`src/rtl/seven_seg_scan_ctrl_pkg.sv`:
```
// rtl/seven_seg_scan_ctrl_pkg.sv - shared segment patterns and scan FSM state type
//
// Purpose:
//   Common constants for the seven-segment scan controller and its decoder.
//   Segment patterns are active-low, laid out as {dp, g, f, e, d, c, b, a};
//   the dp bit is 1 (off) in every pattern so callers can overlay their own dp.
//
// Contents:
//   SEG_0..SEG_9  decoded digit patterns
//   SEG_BLANK     all segments and dp off
//   SEG7_OFF      seven segments off, dp excluded
//   scan_state_e  BLANK guard interval / DRIVE interval of a digit slot

package seven_seg_scan_ctrl_pkg;

  localparam logic [7:0] SEG_0     = 8'hC0;
  localparam logic [7:0] SEG_1     = 8'hF9;
  localparam logic [7:0] SEG_2     = 8'hA4;
  localparam logic [7:0] SEG_3     = 8'hB0;
  localparam logic [7:0] SEG_4     = 8'h99;
  localparam logic [7:0] SEG_5     = 8'h92;
  localparam logic [7:0] SEG_6     = 8'h82;
  localparam logic [7:0] SEG_7     = 8'hF8;
  localparam logic [7:0] SEG_8     = 8'h80;
  localparam logic [7:0] SEG_9     = 8'h90;
  localparam logic [7:0] SEG_BLANK = 8'hFF;

  localparam logic [6:0] SEG7_OFF  = 7'h7F;

  typedef enum logic {
    ST_BLANK = 1'b0,
    ST_DRIVE = 1'b1
  } scan_state_e;

endpackage

```
`src/rtl/bcd_to_seg.sv`:
```
// rtl/bcd_to_seg.sv - BCD nibble to active-low seven-segment pattern
//
// Purpose:
//   Pure combinational decode of one BCD digit. Codes 10..15 are not
//   displayable and turn every segment off.
//
// Ports:
//   bcd  in   4  BCD digit value
//   seg  out  7  active-low segments, bit 6 = g ... bit 0 = a

module bcd_to_seg
  import seven_seg_scan_ctrl_pkg::*;
(
  input  logic [3:0] bcd,
  output logic [6:0] seg
);

  always_comb begin
    seg = SEG_BLANK[6:0];
    case (bcd)
      4'd0:    seg = SEG_0[6:0];
      4'd1:    seg = SEG_1[6:0];
      4'd2:    seg = SEG_2[6:0];
      4'd3:    seg = SEG_3[6:0];
      4'd4:    seg = SEG_4[6:0];
      4'd5:    seg = SEG_5[6:0];
      4'd6:    seg = SEG_6[6:0];
      4'd7:    seg = SEG_7[6:0];
      4'd8:    seg = SEG_8[6:0];
      4'd9:    seg = SEG_9[6:0];
      default: seg = SEG_BLANK[6:0];
    endcase
  end

endmodule

```
`src/rtl/seven_seg_scan_ctrl.sv`:
```
// rtl/seven_seg_scan_ctrl.sv - multiplexed seven-segment display scan controller
//
// Purpose:
//   Time-multiplexes NUM_DIGITS BCD digits onto one shared segment bus.
//   Every digit slot is REFRESH_DIV clocks long: BLANK_CYCLES of all-off
//   guard (kills ghosting while anodes switch) followed by the driven part.
//   New digit values are double-buffered and only become visible at a frame
//   boundary, so a frame never shows a mix of old and new digits.
//
// Parameters:
//   NUM_DIGITS    number of digits, 2..8
//   REFRESH_DIV   clocks per digit slot
//   BLANK_CYCLES  guard clocks at slot start, 1..REFRESH_DIV-1
//
// Ports:
//   clk          in   1             system clock, rising edge
//   rst          in   1             synchronous active-high reset
//   digits_in    in   4*NUM_DIGITS  BCD digits, nibble i = digit i (0 = LSD)
//   dp_in        in   NUM_DIGITS    decimal point request per digit
//   load         in   1             strobe capturing digits_in/dp_in
//   lz_blank_en  in   1             leading-zero blanking enable
//   seg_out      out  8             active-low segments {dp, g..a}, registered
//   an_out       out  NUM_DIGITS    active-low digit enables, registered
//   slot_idx     out  clog2(N)      digit slot currently scanned
//   frame_done   out  1             one-cycle pulse on the last clock of a frame

module seven_seg_scan_ctrl
  import seven_seg_scan_ctrl_pkg::*;
#(
  parameter int NUM_DIGITS   = 4,
  parameter int REFRESH_DIV  = 50000,
  parameter int BLANK_CYCLES = 16
) (
  input  logic                          clk,
  input  logic                          rst,
  input  logic [4*NUM_DIGITS-1:0]       digits_in,
  input  logic [NUM_DIGITS-1:0]         dp_in,
  input  logic                          load,
  input  logic                          lz_blank_en,
  output logic [7:0]                    seg_out,
  output logic [NUM_DIGITS-1:0]         an_out,
  output logic [$clog2(NUM_DIGITS)-1:0] slot_idx,
  output logic                          frame_done
);

  localparam int SLOT_W = $clog2(NUM_DIGITS);
  localparam int CNT_W  = $clog2(REFRESH_DIV);

  localparam logic [CNT_W-1:0]  CNT_LAST   = CNT_W'(REFRESH_DIV - 1);
  localparam logic [CNT_W-1:0]  BLANK_LAST = CNT_W'(BLANK_CYCLES - 1);
  localparam logic [SLOT_W-1:0] SLOT_LAST  = SLOT_W'(NUM_DIGITS - 1);

  // ---------------------------------------------------------------------------
  // Scan FSM: state register
  // ---------------------------------------------------------------------------
  scan_state_e       state_q, state_d;
  logic [CNT_W-1:0]  cnt_q, cnt_d;
  logic [SLOT_W-1:0] slot_q, slot_d;
  logic              frame_tick;

  always_ff @(posedge clk) begin
    if (rst) begin
      state_q <= ST_BLANK;
      cnt_q   <= '0;
      slot_q  <= '0;
    end else begin
      state_q <= state_d;
      cnt_q   <= cnt_d;
      slot_q  <= slot_d;
    end
  end

  // ---------------------------------------------------------------------------
  // Scan FSM: next state. The counter spans the whole slot; BLANK covers
  // counts 0..BLANK_CYCLES-1 and DRIVE the remainder.
  // ---------------------------------------------------------------------------
  always_comb begin
    state_d    = state_q;
    cnt_d      = cnt_q + 1'b1;
    slot_d     = slot_q;
    frame_tick = 1'b0;
    case (state_q)
      ST_BLANK: begin
        if (cnt_q == BLANK_LAST) begin
          state_d = ST_DRIVE;
        end
      end
      ST_DRIVE: begin
        if (cnt_q == CNT_LAST) begin
          state_d = ST_BLANK;
          cnt_d   = '0;
          if (slot_q == SLOT_LAST) begin
            slot_d     = '0;
            frame_tick = 1'b1;
          end else begin
            slot_d = slot_q + 1'b1;
          end
        end
      end
      default: begin
        state_d = ST_BLANK;
        cnt_d   = '0;
      end
    endcase
  end

  // Gated by rst so a reset landing on the boundary clock never reports a frame.
  assign frame_done = frame_tick & ~rst;
  assign slot_idx   = slot_q;

  // ---------------------------------------------------------------------------
  // Double-buffered display registers. A load on the boundary clock bypasses
  // pending so it shows in the frame that is just starting.
  // ---------------------------------------------------------------------------
  logic [4*NUM_DIGITS-1:0] pend_digits, act_digits;
  logic [NUM_DIGITS-1:0]   pend_dp, act_dp;

  always_ff @(posedge clk) begin
    if (rst) begin
      pend_digits <= '0;
      pend_dp     <= '0;
      act_digits  <= '0;
      act_dp      <= '0;
    end else begin
      if (load) begin
        pend_digits <= digits_in;
        pend_dp     <= dp_in;
      end
      if (frame_tick) begin
        act_digits <= load ? digits_in : pend_digits;
        act_dp     <= load ? dp_in     : pend_dp;
      end
    end
  end

  // ---------------------------------------------------------------------------
  // Leading-zero detect: lz_zero[i] is set when digit i and every digit above
  // it are zero.
  // ---------------------------------------------------------------------------
  logic [NUM_DIGITS-1:0] lz_zero;
  logic                  zero_run;

  always_comb begin
    lz_zero  = '0;
    zero_run = 1'b1;
    for (int i = NUM_DIGITS - 1; i >= 0; i--) begin
      zero_run   = zero_run && (act_digits[4*i +: 4] == 4'd0);
      lz_zero[i] = zero_run;
    end
  end

  // ---------------------------------------------------------------------------
  // Active-slot mux feeding the single shared decoder.
  // ---------------------------------------------------------------------------
  logic [3:0] cur_digit;
  logic       cur_dp;
  logic       cur_lz;
  logic [6:0] cur_seg7;

  always_comb begin
    cur_digit = '0;
    cur_dp    = 1'b0;
    cur_lz    = 1'b0;
    for (int i = 0; i < NUM_DIGITS; i++) begin
      if (slot_q == SLOT_W'(i)) begin
        cur_digit = act_digits[4*i +: 4];
        cur_dp    = act_dp[i];
        cur_lz    = lz_zero[i];
      end
    end
  end

  bcd_to_seg u_bcd_to_seg (
    .bcd (cur_digit),
    .seg (cur_seg7)
  );

  // ---------------------------------------------------------------------------
  // Output pattern for the current state, registered below so pins change one
  // clock after the state that selects them. Digit 0 is never zero-blanked;
  // the dp overlay survives blanking.
  // ---------------------------------------------------------------------------
  logic [7:0]            seg_d;
  logic [NUM_DIGITS-1:0] an_d;
  logic                  lz_hit;

  always_comb begin
    an_d   = '1;
    seg_d  = SEG_BLANK;
    lz_hit = lz_blank_en && (slot_q != '0) && cur_lz;
    if (state_q == ST_DRIVE) begin
      for (int i = 0; i < NUM_DIGITS; i++) begin
        an_d[i] = (slot_q != SLOT_W'(i));
      end
      seg_d = {~cur_dp, lz_hit ? SEG7_OFF : cur_seg7};
    end
  end

  always_ff @(posedge clk) begin
    if (rst) begin
      seg_out <= SEG_BLANK;
      an_out  <= '1;
    end else begin
      seg_out <= seg_d;
      an_out  <= an_d;
    end
  end

endmodule
```
`config.mk`:
```
export PLATFORM = sky130hd
export DESIGN_NAME = seven_seg_scan_ctrl
export DESIGN_NICKNAME = d
export VERILOG_FILES = /design/src/rtl/seven_seg_scan_ctrl_pkg.sv /design/src/rtl/bcd_to_seg.sv /design/src/rtl/seven_seg_scan_ctrl.sv
export SDC_FILE = /design/constraint.sdc
export NUM_CORES = 1
export LEC_CHECK = 0
export CAP_MARGIN = 15
export CORE_ASPECT_RATIO = 0.75
export CORE_MARGIN = 2
export CORE_UTILIZATION = 50
export DETAILED_ROUTE_END_ITERATION = 8
export GPL_ROUTABILITY_DRIVEN = 0
export PLACE_DENSITY_LB_ADDON = 0.25
export SLEW_MARGIN = 10
export SYNTH_ARGS = -nofsm -noshare
export SYNTH_HDL_FRONTEND = slang
export SYNTH_SLANG_ARGS = --single-unit
```
`constraint.sdc`:
```
create_clock -name clk -period 2.12 [get_ports clk]
set_input_delay 0.424 -clock clk [delete_from_list [all_inputs] [get_ports clk]]
set_output_delay 0.424 -clock clk [all_outputs]
set_load 0.03 [all_outputs]
```
# --- After elaboration in Yosys (flattened, before gate mapping) ---
# Memories as Yosys holds them, arrays and structs flattened. A register that Yosys moved wholly into a read port is not among the register bits.
# Index checks and enable logic that the tools add are counted.
totals:
  reg_bits: 64
  latch_bits: 0
  ram_bits: 0
  mem_bits_ro: 112
  input_bits: 24
  output_inout_bits: 15
  wordCells: 61
  memories: 1
memory_table:
  columns: ["name", "words", "word_bits", "rd", "rd_ports_with_merged_regs", "wr", "line_no", "source"]
  rows:
  - ["(name not given)", 16, 7, 1, 1, 0, "bcd_to_seg.sv:20", "case (bcd)"]
op_classes:
  add_sub_neg: 2
  n_mul: 0
  div: 0
  order_cmp: 0
  eq_ne: 8
  shifts: 0
  n_mux: 23
  bitwise: 4
  n_reduce_logical: 14
op_table:
  columns: ["operator", "n"]
  rows:
  - ["$mux 16", 3]
  - ["$mux 4", 5]
  - ["$add 16x1->16 const B", 1]
  - ["$eq 16x16->1 const B", 1]
  - ["$eq 16x4->1 const B", 1]
  - ["$logic_not 4->1", 4]
  - ["$mux 1", 13]
  - ["$logic_and 1x1->1", 5]
  - ["$eq 2x2->1 const B", 2]
  - ["$ne 2x2->1 const B", 2]
  - ["$not 1->1", 3]
  - ["$reduce_or 3->1", 1]
  - ["$add 2x1->2 const B", 1]
  - ["$eq 2x1->1 const B", 1]
  - ["$logic_not 2->1", 1]
  - ["$mux 2", 1]
  - ["$ne 2x1->1 const B", 1]
  - ["$pmux 1 s2", 1]
  - ["$reduce_and 2->1", 1]
  - ["$reduce_bool 2->1", 1]
  - ["$reduce_or 2->1", 1]
  - ["$and 1x1->1", 1]

# --- Depth between registers and ports, before layout ---
logic_depth:
  depth_word: 10
  ltp_mapped: 10
  depth_no_buf: 9

# --- Modules after synthesis ---
# From an unflattened synthesis, not the netlist that was laid out.
unflattened:
  cells_unflattened: 335
  area_unflattened_um2: 3224.3
modules_own_cells:
  columns: ["mod", "n_inst", "cells_per_inst", "area_each_um2", "seq_area_each_um2"]
  rows:
  - ["seven_seg_scan_ctrl", 1, 302, 3014.1, 1421.4]
  - ["bcd_to_seg", 1, 33, 210.2, 0.0]

# --- Least setup slack after synthesis ---
# No wires, ideal clock.
synth_timing:
  path_kind: "register to register"
  startpoint: "reg slot_q[1], in the netlist slot_idx[1]"
  endpoint: "reg seg_out[3]"
  setup_ps: 134
  arrival_time_ps: 2279
  required_ps: 1986
  path_slack_ps: -293
  stages_incl_launch_ff: 11
  n_path_buf: 1
  period_less_slack_ps: 2413
  cell_sequence: "dfxtp_1 > inv_1 > ha_1 > buf_2 > nand3b_1 > a211oi_2 > inv_1 > ha_1 > nand2_1 > nor4bb_2 > a31oi_1"
synth_between:
  elab_chain_len: 7
  word_cells_on_any_way: 16
  classes_between: "eq/ne: 3; mux: 8; reduce/logical: 5"
synth_rtl:
  columns: ["element", "line_no", "source"]
  rows:
  - ["start, declared", "seven_seg_scan_ctrl.sv:58", "logic [SLOT_W-1:0] slot_q, slot_d;"]
  - ["start signal, assigned", "seven_seg_scan_ctrl.sv:69", "slot_q <= slot_d;"]
  - ["$logic_not 2->1", "seven_seg_scan_ctrl.sv:165", "if (slot_q == SLOT_W'(i)) begin"]
  - ["$mux 1 (4 in a row)", "seven_seg_scan_ctrl.sv:165", null]
  - ["$logic_and 1x1->1", "seven_seg_scan_ctrl.sv:190", "lz_hit = lz_blank_en && (slot_q != '0) && cur_lz;"]
  - ["$reduce_or 3->1 (no line)", null, null]
  - ["end, declared", "seven_seg_scan_ctrl.sv:40", "output logic [7:0] seg_out,"]
# Parallel ways exist; a longest one is shown, timed or not.
# A chain may end at the register's enable or synchronous reset.

# --- Worst setup path after layout ---
layout_timing:
  startpoint: "reg cnt_q[12]"
  endpoint: "out frame_done"
layout_between:
  elab_chain_len: 4
layout_rtl:
  columns: ["element", "line_no", "source"]
  rows:
  - ["start, declared", "seven_seg_scan_ctrl.sv:57", "logic [CNT_W-1:0] cnt_q, cnt_d;"]
  - ["start signal, assigned", "seven_seg_scan_ctrl.sv:68", "cnt_q <= cnt_d;"]
  - ["$eq 16x16->1", "seven_seg_scan_ctrl.sv:89", "if (cnt_q == CNT_LAST) begin"]
  - ["$mux 1", "seven_seg_scan_ctrl.sv:89", null]
  - ["$mux 1", "seven_seg_scan_ctrl.sv:82", "case (state_q)"]
  - ["$and 1x1->1", "seven_seg_scan_ctrl.sv:108", "assign frame_done = frame_tick & ~rst;"]
  - ["end, declared", "seven_seg_scan_ctrl.sv:43", "output logic frame_done"]
# Every way passes these cells.

==> metrics <==
status=finished, final reports clean; die height=72.8 um; ys async rst share=0%; Crit path largest cell delay=0.35 ns; CTS Sinks=71; CTS tree=built; hpwl dp=4520 um; share of the synthesized area in the top cell type=45.0%; post-DR vias/cell=4.92; initial antenna violation count=0; final core occ=65.2%; Worst EP arrival=1.60 ns; net count of the finished layout=423; area leader, netlist=dfxtp_1; hold_ws=0.496 ns; via count=2339; dpl cell area=3690 um^2; CP Max Fanout=4; ant diodes=0; CP max stage cell=dfxtp_2; DRC Markers=0; Mean Syn Cell Area=9.32 um^2; CTS clk-pin slew, worst paths=0.07 ns; Main synth FF type=dfxtp_1; routed len/inst=13.3 um; Req. time, crit path=1.70 ns; first-pass GRT wire length=10400 um; Die ar.=6980 um^2; Hold Path Class=flip-flop to flip-flop; Final Instance Area=4040 um^2; worst hold stages=2; LEAKAGE=1.64 nW; Post-Route WL=6300 um; WP buf/inv=1; startpoint types=flip-flop; number of synthesized flops with an enable pin=0; DP Cell Count=455; yosys warns=0; worst path cell trace=nor4_4, and3_4, nand3_4, nor2_4, buf_6; RR Endpoint=seg_out[3]; worst hold start=pend_dp[1]; Setup CP Type=flip-flop to output port; Ports=39; crit end category=output port; Core Box Area=6190 um^2; DP Worst Slack=0.0627 ns; # rows=25; Tmin final=2.03 ns; share of layout cells above drive strength 1=16.2%; die width=95.8 um; initial core utilization=51.0%; worst-margin pin slew=0.485 ns; number of hold violations in the final report=0; Total Power=2.57 mW; Setup Skew=0.00575 ns; final setup margin=0.0935 ns; cell area after synthesis=3160 um^2; sequential fraction of the synthesis area=45.0%; vias in the first global route=2238; pwr/cell area=638 nW/um^2; GR Overflow Total=0; final antenna-violating net count=0; H-tree levels=3; Pins Over Slew Limit=0; setup tns final=0 ns; Hold EP=pend_dp[1]; count of cell types in the netlist=45; Fmax=0.493 GHz; largest net degree at the start of global routing=24; Crit path max-delay family=simple AND/OR/NAND/NOR gates; FF-to-FF Start=slot_idx[1]; Peak VDD IR=0.000356 V; TritonCTS Buffers=9; R2R setup slack=0.10 ns; Root Buffer=clkbuf_8; Area Growth Syn to Fin=27.8%; Synth Instances=339; 1st-pass router iterations=4; Worst-Skew Late Latency=0.35 ns; port bufs=38; Final setup viols=0; top cells by area, synth=dfxtp_1 45%, mux2i_1 13%, nor2_1 5.8%, nor2b_1 4.6%, ha_1 4.0%; Clock Tree Buf Depth=2; R2R depth=8; max_cap viols=0; DR iter-0 viols=85; Syn Nets=373; synthesized flop and latch total=71; Tcrit/Tclk final=95.6%; Slew HR=67.7%; Total GRT Usage=19.5%; Cell Count, Final, Fillers Out=475
[timing repair]
item                                   CTS  global route
endpoints found under the hold margin    0             0
pin swaps                                1             6
resized for setup                        8            19
hold buffers                             0             0
setup endpoints to repair                1             8
setup buffers                            1             3
[sequential cells by signal, summed over array words and instances (netlist names), 2 cells and up]
register,count
slot_idx,2
seg_out,8
cnt_q,16
an_out,4
pend_dp,4
act_dp,4
act_digits,16
pend_digits,16
[worst max path at each step]
stage | slack, ns | to | start | cells past startpoint
after floorplan | 0.01 | seg_out[1] | slot_idx[1] | 9
after global placement | 0.14 | seg_out[3] | slot_idx[0] | 8
after detailed placement | 0.06 | seg_out[3] | slot_idx[0] | 8
after CTS | 0.01 | frame_done | cnt_q[7] | 5
after global routing | -0.009 | seg_out[3] | slot_idx[1] | 8
final | 0.09 | frame_done | cnt_q[12] | 5
[metal layers]
metal | share of wire (%) | global-route usage (%)
met5 | 0 | 0
met4 | 1.2 | 6.67
met3 | 4.1 | 6.82
met2 | 42 | 28.4
met1 | 53 | 27.0
[cell usage after synthesis (3+ instances only)]
library cell,n
nor2_1,49
and2_1,3
dfxtp_1,71
mux2i_1,41
inv_1,27
nor3_1,8
a211oi_1,3
clkbuf_1,7
nand3_1,8
a21oi_1,6
ha_1,10
nand3b_1,3
nor3b_1,3
nand4_1,3
xor2_1,6
buf_2,6
xnor2_1,9
nand2_1,18
nor2b_1,23
[kinds of logic after synthesis]
| family | Yosys count | synth area share (%) |
|---|---|---|
| and+or+nand+nor | 133 | 21.8 |
| DFF | 71 | 45.0 |
| buffers and inverters | 42 | 5.70 |
| muxes | 41 | 13.0 |
| AOI/OAI and AO/OA | 27 | 6.42 |
| xor gates and xnor gates | 15 | 4.16 |
| adders and majority gates | 10 | 3.96 |
[tightest hold or removal path, delay by kind of cell, from the launching register on]
| family | cells | cell delay [ns] |
|---|---|---|
| DFF | 1 | 0.31 |
| and+or+nand+nor | 1 | 0.08 |
| muxes | 1 | 0.07 |
[cells in the final DEF (no fill, tap or decap), drive strengths merged, types with 3 or more instances in the layout]
master and count:
nand2 18, xor2 6, nor3b 3, nand3 9, ha 10, o21ai 4, nor3 8, mux2i 41
dfxtp 71, and2 3, clkinv 3, nand3b 4, nand4 3, a211oi 4, xnor2 9, buf 17
clkdlybuf4s50 37, a21oi 6, nor2 50, clkbuf 10, nor2b 24, inv 27
[power breakdown]
| group | leakage [nW] | internal (mW) | switching, mW |
|---|---|---|---|
| clock network | 0.0981 | 0.568 | 0.493 |
| registers | 0.579 | 1.36 | 0.0108 |
| logic | 0.962 | 0.0797 | 0.0624 |
[layout make-up]
cell class	count	area [um^2]
clock buffer	10	138
clock inverter	6	60.1
fill	515	2160
inverter	27	101
multi-input combinational	226	1690
sequential	71	1430
tap	81	101
timing repair buffer	54	514
Note: power is estimated with default switching activity, not from simulation.
